`src/rtl/alu_ctrl_pkg.sv`:
```
// Shared opcode constants and sequencer state encoding for the ALU arbiter slice.
package alu_ctrl_pkg;

    localparam logic [1:0] OP_AND = 2'b00;
    localparam logic [1:0] OP_OR  = 2'b01;
    localparam logic [1:0] OP_XOR = 2'b10;
    localparam logic [1:0] OP_ADD = 2'b11;

    typedef enum logic [1:0] {
        IDLE = 2'b00,
        EXEC = 2'b01,
        RESP = 2'b10
    } state_t;

endpackage

```
`src/rtl/alu_arbiter_alu.sv`:
```
// Combinational 4-bit ALU: AND/OR/XOR/ADD (carry discarded).
// Zero latency, no flow control.
module ALU
    import alu_ctrl_pkg::*;
(
    input  logic [3:0] inA,
    input  logic [3:0] inB,
    input  logic [1:0] op,
    output logic [3:0] ans
);

    always_comb begin
        ans = 4'd0;
        case (op)
            OP_AND:  ans = inA & inB;
            OP_OR:   ans = inA | inB;
            OP_XOR:  ans = inA ^ inB;
            default: ans = inA + inB;
        endcase
    end

endmodule

```
`src/rtl/alu_arbiter.sv`:
```
// Round-robin two-requester front end for the shared ALU; response 1 cycle after accept.
// One operation in flight; requests stall (req_ready=0) until the response handshakes.
module alu_arbiter
    import alu_ctrl_pkg::*;
(
    input  logic       clk,
    input  logic       rst_n,
    input  logic [1:0] req_valid,
    output logic [1:0] req_ready,
    input  logic [3:0] req0_a,
    input  logic [3:0] req0_b,
    input  logic [1:0] req0_op,
    input  logic [3:0] req1_a,
    input  logic [3:0] req1_b,
    input  logic [1:0] req1_op,
    output logic       rsp_valid,
    input  logic       rsp_ready,
    output logic [3:0] rsp_data,
    output logic       rsp_id,
    output logic       busy
);

    state_t     state_q;
    logic       last_id_q;
    logic [3:0] a_q;
    logic [3:0] b_q;
    logic [1:0] op_q;
    logic       id_q;
    logic       rsp_valid_q;
    logic [3:0] rsp_data_q;
    logic       rsp_id_q;

    logic       grant_id;
    logic       accept;
    logic [3:0] alu_ans;

    // On a tie the requester not served last wins; otherwise the lone requester.
    always_comb begin
        grant_id = req_valid[1];
        if (req_valid == 2'b11) begin
            grant_id = ~last_id_q;
        end
    end

    assign req_ready = (state_q == IDLE) ? ((grant_id ? 2'b10 : 2'b01) & req_valid) : 2'b00;
    assign accept    = |req_ready;

    ALU u_alu (
        .inA (a_q),
        .inB (b_q),
        .op  (op_q),
        .ans (alu_ans)
    );

    always_ff @(posedge clk or negedge rst_n) begin
        if (!rst_n) begin
            state_q     <= IDLE;
            last_id_q   <= 1'b1;
            a_q         <= 4'd0;
            b_q         <= 4'd0;
            op_q        <= 2'd0;
            id_q        <= 1'b0;
            rsp_valid_q <= 1'b0;
            rsp_data_q  <= 4'd0;
            rsp_id_q    <= 1'b0;
        end else begin
            case (state_q)
                IDLE: begin
                    if (accept) begin
                        a_q       <= grant_id ? req1_a  : req0_a;
                        b_q       <= grant_id ? req1_b  : req0_b;
                        op_q      <= grant_id ? req1_op : req0_op;
                        id_q      <= grant_id;
                        last_id_q <= grant_id;
                        state_q   <= EXEC;
                    end
                end
                EXEC: begin
                    rsp_data_q  <= alu_ans;
                    rsp_id_q    <= id_q;
                    rsp_valid_q <= 1'b1;
                    state_q     <= RESP;
                end
                RESP: begin
                    if (rsp_ready) begin
                        rsp_valid_q <= 1'b0;
                        state_q     <= IDLE;
                    end
                end
                default: state_q <= IDLE;
            endcase
        end
    end

    assign rsp_valid = rsp_valid_q;
    assign rsp_data  = rsp_data_q;
    assign rsp_id    = rsp_id_q;
    assign busy      = (state_q != IDLE);

endmodule

```
`config.mk`:
```
export PLATFORM = sky130hd
export DESIGN_NAME = alu_arbiter
export DESIGN_NICKNAME = d
export VERILOG_FILES = /design/src/rtl/alu_ctrl_pkg.sv /design/src/rtl/alu_arbiter_alu.sv /design/src/rtl/alu_arbiter.sv
export SDC_FILE = /design/constraint.sdc
export NUM_CORES = 1
export LEC_CHECK = 0
export ABC_CLOCK_PERIOD_IN_PS = 1500
export BUFFER_PORTS_ARGS = -buffer_cell sky130_fd_sc_hd__buf_2
export CELL_PAD_IN_SITES_DETAIL_PLACEMENT = 2
export CELL_PAD_IN_SITES_GLOBAL_PLACEMENT = 2
export CORE_MARGIN = 5
export CORE_UTILIZATION = 27
export DETAILED_ROUTE_END_ITERATION = 16
export GPL_ROUTABILITY_DRIVEN = 0
export GPL_TIMING_DRIVEN = 1
export HOLD_SLACK_MARGIN = 0.08
export PLACE_DENSITY = 0.81
export REMOVE_ABC_BUFFERS = 1
export SLEW_MARGIN = 30
export SYNTH_ARGS = -nofsm -noshare
export SYNTH_HDL_FRONTEND = slang
export SYNTH_SLANG_ARGS = --single-unit
```
`constraint.sdc`:
```
create_clock -name clk -period 1.5 [get_ports clk]
set_input_delay 0.225 -clock clk [delete_from_list [all_inputs] [get_ports clk]]
set_output_delay 0.225 -clock clk [all_outputs]
set_load 0.03 [all_outputs]
```
==> summary.md <==
| Metric | Value |
|---|---|
| Status | `finished with violations` |
| Violated checks | `negative setup slack` |
| Post-synth EDFFs | `0` |
| Synth cell types | `30` |
| Clk root buf | `clkbuf_8` |
| Initial antenna violation count | `0` |
| Netlist Area Pre-Place | `1184 µm²` |
| Layout cells sized above 1 | `0.4000` |
| F_max | `561.5 MHz` |
| DR vias/cell | `between 4 and 5` |
| Setup crit start kind | `flip-flop` |
| Layout Skew | `0.004522 ns` |
| Synth Register Bits | `20` |
| Core area | `4294 µm²` |
| Htree depth | `1` |
| Port buffer count | `33` |
| Initial DRC count | `18` |
| Cell Rows | `24` |
| Pin count of the biggest net entering global routing | `22` |
| Logic gate share of total power | `0.615` |
| Crit path time final | `1.781 ns` |
| Synthesized netlist cell count | `122` |
| Critical path class | `flip-flop to flip-flop` |
| Post-synthesis sequential area ratio | `0.4239` |
| DRT Pass-1 Iters | `4` |
| Filler cells | `487` |
| Syn Area/Cell | `9.702 µm²` |
| TritonCTS Buffers | `3` |
| Switching pwr | `0.001811 W` |
| Placed wire-length estimate | `between 2000 and 3000 µm` |
| Vias | `~1100` |
| Data required time of the critical path | `1.70 ns` |
| CP max FO | `2` |
| Internal Power | `0.002126 W` |
| Fin nets | `about 200` |
| Sw Ratio | `0.4599` |
| Final setup fails | `5` |
| Max cap viols | `0` |
| Clk buf depth | `2` |
| Area growth syn-to-layout | `36.58%` |
| Total negative slack | `-0.6406 ns` |
| Peak supply drop | `536.8 µV` |
| Residual DRC count | `0` |
| Wire length per cell | `17.44 µm` |
| Most frequent cells in the layout | `buf_2 (31), dfrtp_1 (18), buf_4 (17)` |
| Final WS setup | `-0.2809 ns` |
| Pwr/cell area | `between 2000 and 2500 nW/µm²` |
| Part of the power in registers | `0.275` |
| TritonCTS clock tree | `built` |
| Clock Power Share | `0.110` |
| Pleak | `0.8102 nW` |
| Global-route wire length before repair | `5961 µm` |
| Worst Max-Slew Pin Slew | `0.4639 ns` |
| Max transition margin | `0.6907` |
| CP endpoint kind | `flip-flop` |
| Min-Delay Path Class | `input port to flip-flop` |
| Final Max Tran Viols | `0` |
| CP arrival | `between 1.5 and 2 ns` |
| RSZ-0062 raised after global routing | `yes` |
| Worst-path clk slew | `0.08 ns` |
| Total Power | `about 0.004 W` |
| Die W | `76.21 µm` |
| Total GRT Usage | `0.1251` |
| Final Cell Area | `~1600 µm²` |
| DP Area | `1436 µm²` |
| Ys async rst share | `1.000` |
| Final WL | `3872 µm` |
| Main synth FF type | `dfrtp_1` |
| Clk_lat worst skew | `0.27 ns` |
| Final hold vios | `0` |
| Grt ovf | `0` |
| Initial Util | `0.2756` |
| N_diodes | `0` |
| I/O pins | `34` |
| Hold depth | `2` |
| Most common cell after layout, fill and taps aside | `buf_2` |
| Post-DRT Antenna Nets | `0` |
| DIE AREA | `5808 µm²` |
| Ratio of final minimum period to clock period | `1.187` |
| Yosys Warn Count | `0` |
| FF-to-FF path depth | `5` |
| Vias in the first global route | `roughly 1300` |
| Clk sinks | `20` |
| Die Y | `76.21 µm` |
through the flow:
stage	utilization	cells	setup slack, ns	hold WS (ns)
floorplan	-	116	-0.1954	-0.07059
global placement	0.3345	210	-0.1944	0.1996
detailed placement	0.3345	210	-0.2434	0.2090
CTS	0.3668	219	-0.2149	0.1849
global route	0.3765	222	-0.3406	0.2333
finish	0.3765	222	-0.2809	0.2114
cells by family (layout without fill, tap and decap cells):
family          after synthesis  count (layout)  share of synthesized area
buf+inv                      19              67                    0.07928
flops                        20              20                     0.4239
compound gates               30              30                     0.1554
simple gates                 30              30                     0.1099
fa+ha+maj                     9               9                     0.1015
mux                          14              14                     0.1300
cell usage after synthesis, types with 2 or more instances:
library cell	instances	share of area
nand3_1	2	0.0085
o21ai_1	3	0.013
mux2i_1	12	0.10
inv_1	13	0.041
dfrtp_1	19	0.40
a211oi_1	2	0.013
a21oi_1	17	0.072
nand2b_1	2	0.011
nor2_1	16	0.051
buf_6	2	0.019
ha_1	8	0.085
nand2_1	6	0.019
buf_2	3	0.013
worst max-delay path, stage by stage, from the launching register on:
cell	delay (ns)
dfrtp_1	0.46
ha_4	0.20
inv_2	0.06
fa_1	0.40
mux4_2	0.48
o21ai_2	0.11
final timing paths:
check                                   start                      end  slack [ns]
max                        b_q[0]$_DFFE_PN0P_  rsp_data[1]$_DFFE_PN0P_       -0.28
min                              req_valid[0]    last_id_q$_DFFE_PN1P_        0.21
max reg2reg                b_q[0]$_DFFE_PN0P_  rsp_data[1]$_DFFE_PN0P_       -0.28
min reg2reg                  id_q$_DFFE_PN0P_         id_q$_DFFE_PN0P_        0.48
max in group asynchronous               rst_n    last_id_q$_DFFE_PN1P_        0.72
min in group asynchronous               rst_n  rsp_data[3]$_DFFE_PN0P_        0.44
power groups by stage:
stage          clock network [W]  logic (W)  registers, W
2_1_floorplan                  0    0.00111       0.00120
5_1_grt                 0.000470    0.00265       0.00112
4_1_cts                 0.000429    0.00227       0.00105
6_report                0.000432    0.00242       0.00108
3_5_place_dp                   0    0.00196       0.00107
3_3_place_gp                   0    0.00181       0.00104
per-layer routing:
layer	vias to the layer above	share of wire	GRT usage
met1	538	0.39	0.1391
met5	-	0	0
li1	501	-	-
met4	0	0.033	0.04720
met2	25	0.54	0.2303
met3	8	0.045	0.02600
flip-flops by register name, indices dropped and copies added, names as in the netlist:
register   count
a_q            4
b_q            4
rsp_data       4
op_q           2
state_q        2
id_q           1
last_id_q      1
rsp_id         1
rsp_valid      1
what timing repair did:
item | in CTS | in global routing
gates resized for setup | 11 | 4
endpoints found under the setup margin | 5 | 6
endpoints found under the hold margin | 19 | 0
hold buffers | 1 | 0
buffers inserted | 4 | 3
pin swaps | 3 | 3
final cells by class:
type,instances,area [µm²],area share
clock buffers,4,55.05,0.03406
inverters,13,48.80,0.03019
multi-input cells,83,644.4,0.3986
flip-flops and latches,20,503.0,0.3111
well taps,52,65.06,0.04025
repair buffers,50,300.3,0.1858
No activity file was read; power rests on OpenSTA's default activity.
